$ cat src/rtl/alu_mc_if.sv
// Handshake and data bundle between the EX-stage control and the multi-cycle ALU.
// The master drives operations and consumes results; the ALU is the slave.
interface alu_mc_if #(
  parameter int WORD_SIZE = 16,
  parameter int OP_SIZE   = 4
);
  logic                 in_valid;
  logic                 in_ready;
  logic [OP_SIZE-1:0]   sel;
  logic [WORD_SIZE-1:0] data_1;
  logic [WORD_SIZE-1:0] data_2;
  logic                 out_valid;
  logic                 out_ready;
  logic [WORD_SIZE-1:0] alu_out;
  logic                 alu_zero_flag;
  logic                 alu_oflow;
  logic                 div_by_zero;

  modport master (
    output in_valid, sel, data_1, data_2, out_ready,
    input  in_ready, out_valid, alu_out, alu_zero_flag, alu_oflow, div_by_zero
  );

  modport slave (
    input  in_valid, sel, data_1, data_2, out_ready,
    output in_ready, out_valid, alu_out, alu_zero_flag, alu_oflow, div_by_zero
  );
endinterface

$ cat src/rtl/alu_mc.sv
// Multi-cycle ALU: single-cycle logic/arith ops, iterative shift-add MUL and
// restoring DIVU/REMU, behind a valid/ready handshake with held results.
module alu_mc #(
  parameter int WORD_SIZE = 16,
  parameter int OP_SIZE   = 4,
  parameter int CNT_W     = 5
) (
  input logic   clk,
  input logic   rst,
  alu_mc_if.slave bus
);
  localparam int W = WORD_SIZE;

  localparam logic [OP_SIZE-1:0] OP_AND  = OP_SIZE'(4'b0101);
  localparam logic [OP_SIZE-1:0] OP_OR   = OP_SIZE'(4'b0110);
  localparam logic [OP_SIZE-1:0] OP_ADD  = OP_SIZE'(4'b0111);
  localparam logic [OP_SIZE-1:0] OP_SUB  = OP_SIZE'(4'b1000);
  localparam logic [OP_SIZE-1:0] OP_SLT  = OP_SIZE'(4'b1001);
  localparam logic [OP_SIZE-1:0] OP_MUL  = OP_SIZE'(4'b1101);
  localparam logic [OP_SIZE-1:0] OP_DIVU = OP_SIZE'(4'b1110);
  localparam logic [OP_SIZE-1:0] OP_REMU = OP_SIZE'(4'b1111);

  typedef enum logic [1:0] {
    S_IDLE = 2'b00,
    S_CALC = 2'b01,
    S_DONE = 2'b10
  } state_t;

  state_t             r_state;
  logic [OP_SIZE-1:0] r_sel;
  logic [W-1:0]       r_a;
  logic [W-1:0]       r_b;
  logic [2*W-1:0]     r_acc;
  logic [CNT_W-1:0]   r_cnt;
  logic [W-1:0]       r_out;
  logic               r_oflow;
  logic               r_dbz;
  logic               r_out_valid;

  logic               w_accept;
  logic [W-1:0]       w_add;
  logic [W-1:0]       w_sub;
  logic [W-1:0]       w_sc_out;
  logic               w_sc_oflow;
  logic               w_sc_dbz;
  logic               w_sc_multi;
  logic [W:0]         w_mul_sum;
  logic [2*W-1:0]     w_mul_next;
  logic [W:0]         w_div_rem_sh;
  logic [W-1:0]       w_div_diff;
  logic               w_div_ge;
  logic [2*W-1:0]     w_div_next;

  assign bus.in_ready      = (r_state == S_IDLE);
  assign bus.out_valid     = r_out_valid;
  assign bus.alu_out       = r_out;
  assign bus.alu_zero_flag = (r_out == {W{1'b0}});
  assign bus.alu_oflow     = r_oflow;
  assign bus.div_by_zero   = r_dbz;
  assign w_accept          = bus.in_valid & (r_state == S_IDLE);

  // Result of the single-cycle ops, evaluated straight from the input operands
  always_comb begin
    w_add      = bus.data_1 + bus.data_2;
    w_sub      = bus.data_1 - bus.data_2;
    w_sc_out   = {W{1'b0}};
    w_sc_oflow = 1'b0;
    w_sc_dbz   = 1'b0;
    w_sc_multi = 1'b0;
    case (bus.sel)
      OP_AND: w_sc_out = bus.data_1 & bus.data_2;
      OP_OR:  w_sc_out = bus.data_1 | bus.data_2;
      OP_ADD: begin
        w_sc_out   = w_add;
        w_sc_oflow = (bus.data_1[W-1] == bus.data_2[W-1]) && (w_add[W-1] != bus.data_1[W-1]);
      end
      OP_SUB: begin
        w_sc_out   = w_sub;
        w_sc_oflow = (bus.data_1[W-1] != bus.data_2[W-1]) && (w_sub[W-1] != bus.data_1[W-1]);
      end
      OP_SLT: w_sc_out = {{(W-1){1'b0}}, ($signed(bus.data_1) < $signed(bus.data_2))};
      OP_MUL: w_sc_multi = 1'b1;
      OP_DIVU, OP_REMU: begin
        // Divide by zero short-circuits: quotient all-ones, remainder = dividend
        if (bus.data_2 == {W{1'b0}}) begin
          w_sc_out = (bus.sel == OP_DIVU) ? {W{1'b1}} : bus.data_1;
          w_sc_dbz = 1'b1;
        end else begin
          w_sc_multi = 1'b1;
        end
      end
      default: w_sc_out = {W{1'b0}};
    endcase
  end

  // One shift-add multiply step and one restoring-divide step on r_acc
  always_comb begin
    w_mul_sum    = {1'b0, r_acc[2*W-1:W]} + (r_acc[0] ? {1'b0, r_a} : {(W+1){1'b0}});
    w_mul_next   = {w_mul_sum, r_acc[W-1:1]};
    w_div_rem_sh = {r_acc[2*W-1:W], r_acc[W-1]};
    w_div_diff   = w_div_rem_sh[W-1:0] - r_b;
    w_div_ge     = (w_div_rem_sh >= {1'b0, r_b});
    if (w_div_ge) begin
      w_div_next = {w_div_diff, r_acc[W-2:0], 1'b1};
    end else begin
      w_div_next = {w_div_rem_sh[W-1:0], r_acc[W-2:0], 1'b0};
    end
  end

  // Control FSM with registered result, flags and out_valid
  always_ff @(posedge clk) begin
    if (rst) begin
      r_state     <= S_IDLE;
      r_sel       <= {OP_SIZE{1'b0}};
      r_a         <= {W{1'b0}};
      r_b         <= {W{1'b0}};
      r_acc       <= {(2*W){1'b0}};
      r_cnt       <= {CNT_W{1'b0}};
      r_out       <= {W{1'b0}};
      r_oflow     <= 1'b0;
      r_dbz       <= 1'b0;
      r_out_valid <= 1'b0;
    end else begin
      case (r_state)
        S_IDLE: begin
          if (w_accept) begin
            r_sel <= bus.sel;
            r_a   <= bus.data_1;
            r_b   <= bus.data_2;
            r_cnt <= {CNT_W{1'b0}};
            if (w_sc_multi) begin
              // MUL keeps the multiplier in the low half; DIV keeps the dividend there
              r_acc   <= (bus.sel == OP_MUL) ? {{W{1'b0}}, bus.data_2} : {{W{1'b0}}, bus.data_1};
              r_state <= S_CALC;
            end else begin
              r_out       <= w_sc_out;
              r_oflow     <= w_sc_oflow;
              r_dbz       <= w_sc_dbz;
              r_out_valid <= 1'b1;
              r_state     <= S_DONE;
            end
          end
        end
        S_CALC: begin
          r_cnt <= r_cnt + CNT_W'(1);
          r_acc <= (r_sel == OP_MUL) ? w_mul_next : w_div_next;
          if (r_cnt == CNT_W'(W-1)) begin
            r_state     <= S_DONE;
            r_out_valid <= 1'b1;
            r_dbz       <= 1'b0;
            if (r_sel == OP_MUL) begin
              r_out   <= w_mul_next[W-1:0];
              r_oflow <= |w_mul_next[2*W-1:W];
            end else if (r_sel == OP_DIVU) begin
              r_out   <= w_div_next[W-1:0];
              r_oflow <= 1'b0;
            end else begin
              r_out   <= w_div_next[2*W-1:W];
              r_oflow <= 1'b0;
            end
          end
        end
        S_DONE: begin
          if (bus.out_ready) begin
            r_state     <= S_IDLE;
            r_out_valid <= 1'b0;
          end
        end
        default: begin
          r_state     <= S_IDLE;
          r_out_valid <= 1'b0;
        end
      endcase
    end
  end
endmodule
$ cat src/flat_wrapper.sv
// flat-port wrapper written by rule: the top's interface ports become plain ports
module alu_mc_flat 
#(
  parameter int WORD_SIZE = 16,
  parameter int OP_SIZE   = 4,
  parameter int CNT_W     = 5
)
  (clk, rst, bus_in_valid, bus_sel, bus_data_1, bus_data_2, bus_out_ready, bus_in_ready, bus_out_valid, bus_alu_out, bus_alu_zero_flag, bus_alu_oflow, bus_div_by_zero);
  alu_mc_if #(.WORD_SIZE(WORD_SIZE), .OP_SIZE(OP_SIZE)) bus_i ();
  input logic clk;
  input logic rst;
  input wire logic [$bits(bus_i.in_valid)-1:0] bus_in_valid;
  input wire logic [$bits(bus_i.sel)-1:0] bus_sel;
  input wire logic [$bits(bus_i.data_1)-1:0] bus_data_1;
  input wire logic [$bits(bus_i.data_2)-1:0] bus_data_2;
  input wire logic [$bits(bus_i.out_ready)-1:0] bus_out_ready;
  output wire logic [$bits(bus_i.in_ready)-1:0] bus_in_ready;
  output wire logic [$bits(bus_i.out_valid)-1:0] bus_out_valid;
  output wire logic [$bits(bus_i.alu_out)-1:0] bus_alu_out;
  output wire logic [$bits(bus_i.alu_zero_flag)-1:0] bus_alu_zero_flag;
  output wire logic [$bits(bus_i.alu_oflow)-1:0] bus_alu_oflow;
  output wire logic [$bits(bus_i.div_by_zero)-1:0] bus_div_by_zero;
  assign bus_i.in_valid = bus_in_valid;
  assign bus_i.sel = bus_sel;
  assign bus_i.data_1 = bus_data_1;
  assign bus_i.data_2 = bus_data_2;
  assign bus_i.out_ready = bus_out_ready;
  assign bus_in_ready = bus_i.in_ready;
  assign bus_out_valid = bus_i.out_valid;
  assign bus_alu_out = bus_i.alu_out;
  assign bus_alu_zero_flag = bus_i.alu_zero_flag;
  assign bus_alu_oflow = bus_i.alu_oflow;
  assign bus_div_by_zero = bus_i.div_by_zero;
  alu_mc #(.WORD_SIZE(WORD_SIZE), .OP_SIZE(OP_SIZE), .CNT_W(CNT_W)) u_core (.clk(clk), .rst(rst), .bus(bus_i));
endmodule
$ cat config.mk
export PLATFORM = sky130hd
export DESIGN_NAME = alu_mc_flat
export DESIGN_NICKNAME = d
export VERILOG_FILES = /design/src/rtl/alu_mc_if.sv /design/src/rtl/alu_mc.sv /design/src/flat_wrapper.sv
export SDC_FILE = /design/constraint.sdc
export NUM_CORES = 1
export LEC_CHECK = 0
export BUFFER_PORTS_ARGS = -buffer_cell sky130_fd_sc_hd__buf_4
export CORE_MARGIN = 2
export CORE_UTILIZATION = 60
export CTS_BUF_LIST = sky130_fd_sc_hd__clkbuf_16
export DETAILED_ROUTE_END_ITERATION = 7
export GPL_TIMING_DRIVEN = 0
export PLACE_DENSITY = 0.85
export SLEW_MARGIN = 20
export SYNTH_ARGS = -nofsm -noshare
export SYNTH_HDL_FRONTEND = slang
export SYNTH_SLANG_ARGS = --single-unit
$ cat constraint.sdc
create_clock -name clk -period 5.4 [get_ports clk]
set_input_delay 0.54 -clock clk [delete_from_list [all_inputs] [get_ports clk]]
set_output_delay 0.54 -clock clk [all_outputs]
set_load 0.005 [all_outputs]
### Yosys cells after proc, flatten, opt, wreduce, memory -nomap -nowiden

Index checks and enable logic that the tools add are counted.

| word-level totals | value |
|---|---|
| output and inout port bits | 21 |
| register bits | 94 |
| word-level logic and storage cells | 98 |

| operators by class | value |
|---|---|
| equality and inequality tests | 22 |
| order comparisons | 2 |
| bitwise logic cells | 3 |
| muxes and demuxes | 42 |
| add/sub/neg operators | 5 |
| reduce and logical (&&, ||, !) cells | 14 |

Operators with widths:

| operator | number |
|---|---|
| two-way mux 16 bit | 9 |
| two-way mux 32 bit | 4 |
| case mux 16 bit (6 select lines) | 1 |
| case mux 32 bit (2 select lines) | 1 |
| logical NOT 16 bit | 2 |
| case mux 16 bit (2 select lines) | 1 |
| subtractor 16 bit | 2 |
| equality test 4 bit (second input constant) | 7 |
| adder 16 x 17 -> 17 bit | 1 |
| greater-or-equal comparator 17 x 16 -> 1 bit | 1 |
| adder 16 bit | 1 |
| bitwise AND 16 bit | 1 |
| less-than comparator 16 bit | 1 |
| bitwise OR 16 bit | 1 |
| OR reduction 16 bit | 1 |
| two-way mux 1 bit | 14 |
| equality test 4 x 3 -> 1 bit (second input constant) | 3 |
| case mux 5 bit (2 select lines) | 1 |
| two-way mux 2 bit | 4 |
| case mux 1 bit (2 select lines) | 4 |
| AND reduction 4 bit | 2 |
| != test 2 x 1 -> 1 bit (second input constant) | 3 |
| case mux 2 bit (3 select lines) | 1 |
| AND reduction 3 bit | 2 |
| other kinds (15) | 20 |

### Logic depth before layout (Yosys ltp)

| depth | value |
|---|---|
| word-level depth | 7 |
| gate-level depth with buffers | 15 |

### Least setup slack after synthesis

Ideal clock, no wire load.

| timing | value |
|---|---|
| path kind | input-to-reg |
| start point | input bus_data_2[0] |
| end point | register u_core.r_out[14], in the netlist u_core.bus.alu_out[14] |
| path slack | 2483 ps |
| cell stages on the path | 11 |
| path buffers | 0 |
| required time | 5269 ps |
| setup time | 131 ps |
| arrival time | 2786 ps |
| path through | ha_1 fa_1 a211oi_1 nor2_1 o31ai_2 a21oi_2 a221oi_2 nor2_1 or4_1 a21oi_1 o32ai_1 |

| on the way | value |
|---|---|
| word-level cells in the longest chain between the ends | 6 |
| elaborated cells between the ends (all ways) | 12 |
| classes of those cells | add/sub: 2; eq/ne: 1; mux: 7; reduce/logical: 2 |

RTL lines:

| item | RTL line | source |
|---|---|---|
| start: declaration | flat_wrapper.sv:15 | `input wire logic [$bits(bus_i.data_2)-1:0] bus_data_2;` |
| parallel branches: the longest is 6 deep, another holds subtractor 16 bit | -- |  |
| end signal: assignment | alu_mc.sv:119 | `r_out <= {W{1'b0}};` |
| end signal: assignment | alu_mc.sv:136 | `r_out <= w_sc_out;` |
| end signal: assignment | alu_mc.sv:152 | `r_out <= w_mul_next[W-1:0];` |
| end: declaration | alu_mc.sv:35 | `logic [W-1:0] r_out;` |

Parallel ways; which one is timed is not known. The select of a mux whose other input is x is not followed.
A chain may end at the register's enable or synchronous reset.

### Final worst setup path

| timing | value |
|---|---|
| start point | register u_core.r_acc[0] |
| end point | register u_core.r_oflow, in the netlist u_core.bus.alu_oflow |

| on the way | value |
|---|---|
| word-level cells in the longest chain between the ends | 6 |

RTL lines:

| item | RTL line | source |
|---|---|---|
| start: declaration | alu_mc.sv:33 | `logic [2*W-1:0] r_acc;` |
| start signal: assignment | alu_mc.sv:117 | `r_acc <= {(2*W){1'b0}};` |
| start signal: assignment | alu_mc.sv:133 | `r_acc <= (bus.sel == OP_MUL) ? {{W{1'b0}}, bus.data_2} : {{W{1'b0}}, bus.data_1};` |
| start signal: assignment | alu_mc.sv:146 | `r_acc <= (r_sel == OP_MUL) ? w_mul_next : w_div_next;` |
| two-way mux 16 bit | alu_mc.sv:98 | `w_mul_sum = {1'b0, r_acc[2*W-1:W]} + (r_acc[0] ? {1'b0, r_a} : {(W+1){1'b0}});` |
| adder 16 x 17 -> 17 bit | alu_mc.sv:98 |  |
| OR reduction 16 bit | alu_mc.sv:153 | `r_oflow <= \|w_mul_next[2*W-1:W];` |
| two-way mux 1 bit | alu_mc.sv:151 | `if (r_sel == OP_MUL) begin` |
| two-way mux 1 bit | alu_mc.sv:147 | `if (r_cnt == CNT_W'(W-1)) begin` |
| case mux 1 bit (2 select lines) | alu_mc.sv:124 | `case (r_state)` |
| end signal: assignment | alu_mc.sv:137 | `r_oflow <= w_sc_oflow;` |
| end signal: assignment | alu_mc.sv:153 |  |
| end: declaration | alu_mc.sv:36 | `logic r_oflow;` |

Every way passes these cells. The select of a mux whose other input is x is not followed.

==> results.md <==
- Post-Syn Area: 8890 um2
- Status: finished clean
- Syn Area/Cell: 7.311 um2
- Hold_ws: 453.8 ps
- PD cells: 223.6 nW/um2
- Max-cap violation count: 0
- Vias in the first global route: 8,929
- #FFs+latches synth: 94
- Post-route design area: 9843 um2
- CP Capture Type: flip-flop
- GRT Util Overall: 0.4028
- Leakage: 4.104 nW
- Seq/Total Area, Yosys: 0.2117
- PostCTS Resize Cnt: 0
- Core ar.: 14,480 um2
- Register cell area after layout: 1882 um2
- Fill cells: 1,325
- Initial Util: 0.6140
- Mapped Nets: 1,349
- ANT nets after route: 0
- # DRC: 0
- Fmax: 0.2591 GHz
- First-pass GRT wire length: 49.82 mm
- FF-to-FF setup slack: 1540 ps
- Die Span Y: 125.7 um
- Initial antenna violation count: 1
- Minimum clock period: 3860 ps
- Placed insts: 1,456
- Main flop type after synthesis: dfxtp_1
- Horiz. Die Dim: 125.7 um
- Via count: 9,655
- Clock sinks: 94
- Startpoint types: flip-flop
- VDD IR-drop max: 0.1856 mV
- Worst path arrival time: 4070 ps
- Final wirelength: 32.33 mm
- Vias per inst: 6.555
- Worst-skew pair later-pin latency: 360 ps
- Post-synthesis instance total: 1,216
- DR pass1 iterations: 6
- Crit Path Max Fanout: 10
- Synth warn: 0
- # rows: 44
- Port Buffers: 56
- # H-tree levels: 3
- Placed Area: 9540 um2
- Layout Area Growth over Synthesis: 10.72%
- Clock buffer depth: 2
- # IOs: 61
- CTS tree: yes
- GRT Residual Overflow: 0
- Post-synth EDFFs: 0
- Asr flop ratio synth: 0
- Largest net degree at the start of global routing: 20
- Core Util, Final: 0.6798
- Rel. slew slack: 0.2679
- GPL Wtd Cong: 1.009
- Non-filler cells in the finished layout: 1,473
- CP required: 5610 ps
- Nets: 1,416
- Final hold vios: 0
- Slew Viols, Final: 0
- Setup TNS: 0 ps
- RSZ-0062 raised after global routing: no
- Share of layout cells above drive strength 1: 0.1033
- Worst Clk Skew: 6.127 ps
- Die area: 15,810 um2
- Met2 routed WL: 14.38 mm
- Met1 Wirelength: 13.01 mm
- Num CTS Buffers: 9
- Fin crit share: 0.7147
- Synth unique cells: 93
- Setup violators final: 0
- Top routing layer in use: met4
- Per-cell routed wire length: 21.95 um
- Clock slew at the register clock pins of the worst setup and hold paths: 70 ps
- Final HPWL DP: 25.71 mm
- Area of the multi-input gates: 6392 um2
- Least-Margin Pin Slew: 1096 ps
- WL met3: 3.583 mm
- Root cell of the clock tree: clkbuf_16
- Initial DRC count: 1,166
- Hold Buf Count CTS: 0
- Worst setup path class: reg2reg
- Min-delay worst type: reg2reg
- Post-CTS setup buffers: 0
## per-stage QoR
stage / total power, mW / worst slack [ps]
6_report: 2.201 / 1540
5_1_grt: 2.285 / 1289
4_1_cts: 2.174 / 1657
3_5_place_dp: 1.535 / 1701
3_3_place_gp: 1.528 / 1749
2_1_floorplan: 1.281 / 2483
## report_power, final
group	internal [mW]	switching, mW
clock	0.329	0.320
combinational	0.291	0.484
sequential	0.734	0.0416
## metal layers
metal / up-vias / global-route usage
met2: 535 / 0.6382
met4: 0 / 0.1634
li1: 4512 / -
met1: 4511 / 0.5282
met3: 97 / 0.09728
met5: - / 0
## cells in the mapped netlist, drive strengths merged (6+ instances only)
cell type / instances / share of area
a211oi: 29 / 0.026
a21o: 22 / 0.019
a21oi: 143 / 0.082
a221oi: 8 / 0.011
a22oi: 13 / 0.011
a311oi: 16 / 0.016
a31oi: 22 / 0.017
and2: 29 / 0.020
buf: 16 / 0.011
clkbuf: 52 / 0.025
dfxtp: 94 / 0.21
ha: 89 / 0.13
inv: 79 / 0.033
mux2i: 19 / 0.021
nand2: 158 / 0.067
nand2b: 16 / 0.011
nand3: 14 / 0.0084
nand4: 6 / 0.0042
nor2: 117 / 0.050
nor3: 19 / 0.011
nor4: 11 / 0.0077
o211ai: 10 / 0.0084
o21a: 6 / 0.0051
o21ai: 86 / 0.050
o221ai: 6 / 0.0073
o22ai: 8 / 0.0056
or2: 7 / 0.0049
or3: 12 / 0.0084
xnor2: 14 / 0.014
xor2: 14 / 0.014
## registers in the layout, indices dropped and copies added (netlist names)
register / flops
u_core.bus.alu_oflow: 1
u_core.r_cnt: 5
u_core.bus.alu_out: 16
u_core.r_state: 2
u_core.r_sel: 4
u_core.bus.out_valid: 1
u_core.r_b: 16
u_core.r_a: 16
u_core.r_acc: 32
u_core.bus.div_by_zero: 1
## logic make-up (layout without fill, tap and decap cells)
family	count (synthesis)	count (layout)	synth area share
muxes	22	22	0.02519
DFF	94	94	0.2117
buffers and inverters	147	219	0.06925
and+or+nand+nor	413	413	0.2156
adders and majority gates	93	93	0.1343
AOI/OAI and AO/OA	419	419	0.3164
xor gates and xnor gates	28	28	0.02759
other	0	1	0
## cells in the final DEF (no fill, tap or decap), types with 28 or more instances in the layout
cell type | netlist | routed
a21oi_1 | 140 | 140
and2_1 | 28 | 28
buf_4 | 1 | 57
clkbuf_1 | 49 | 49
dfxtp_1 | 94 | 94
ha_1 | 89 | 89
inv_1 | 78 | 78
nand2_1 | 158 | 158
nor2_1 | 115 | 115
o21ai_0 | 79 | 79
## cell type report
cell class,instances,share of cell area
plain buffers,68,0.03241
multi-input cells,975,0.6494
repair buffers,56,0.04271
flip-flops and latches,94,0.1912
well taps,184,0.02339
diodes,1,0.0002542
clock inverters,7,0.007627
inverters,79,0.03013
clock buffers,9,0.02288
## worst paths after layout
| check | startpoint | endpoint | depth (start not counted) |
|---|---|---|---|
| max | u_core.r_acc[0] | u_core.bus.alu_oflow | 15 |
| min | u_core.r_a[5] | u_core.r_a[5] | 2 |
| max reg2reg | u_core.r_acc[0] | u_core.bus.alu_oflow | 15 |
| min reg2reg | u_core.r_a[5] | u_core.r_a[5] | 2 |
## worst max-delay path, stage by stage (launching register included)
cell      delay (ps)
dfxtp_1          310
clkbuf_1         370
clkbuf_1         440
and2_1           200
ha_1             180
inv_1             60
fa_1             400
nand2b_1         180
a21oi_1          310
o31a_1           230
o41a_1           290
mux2i_1          130
nor3_1           190
nand4_1          160
nand3_1          160
a21oi_1           80
Note: power is estimated with default switching activity, not from simulation.
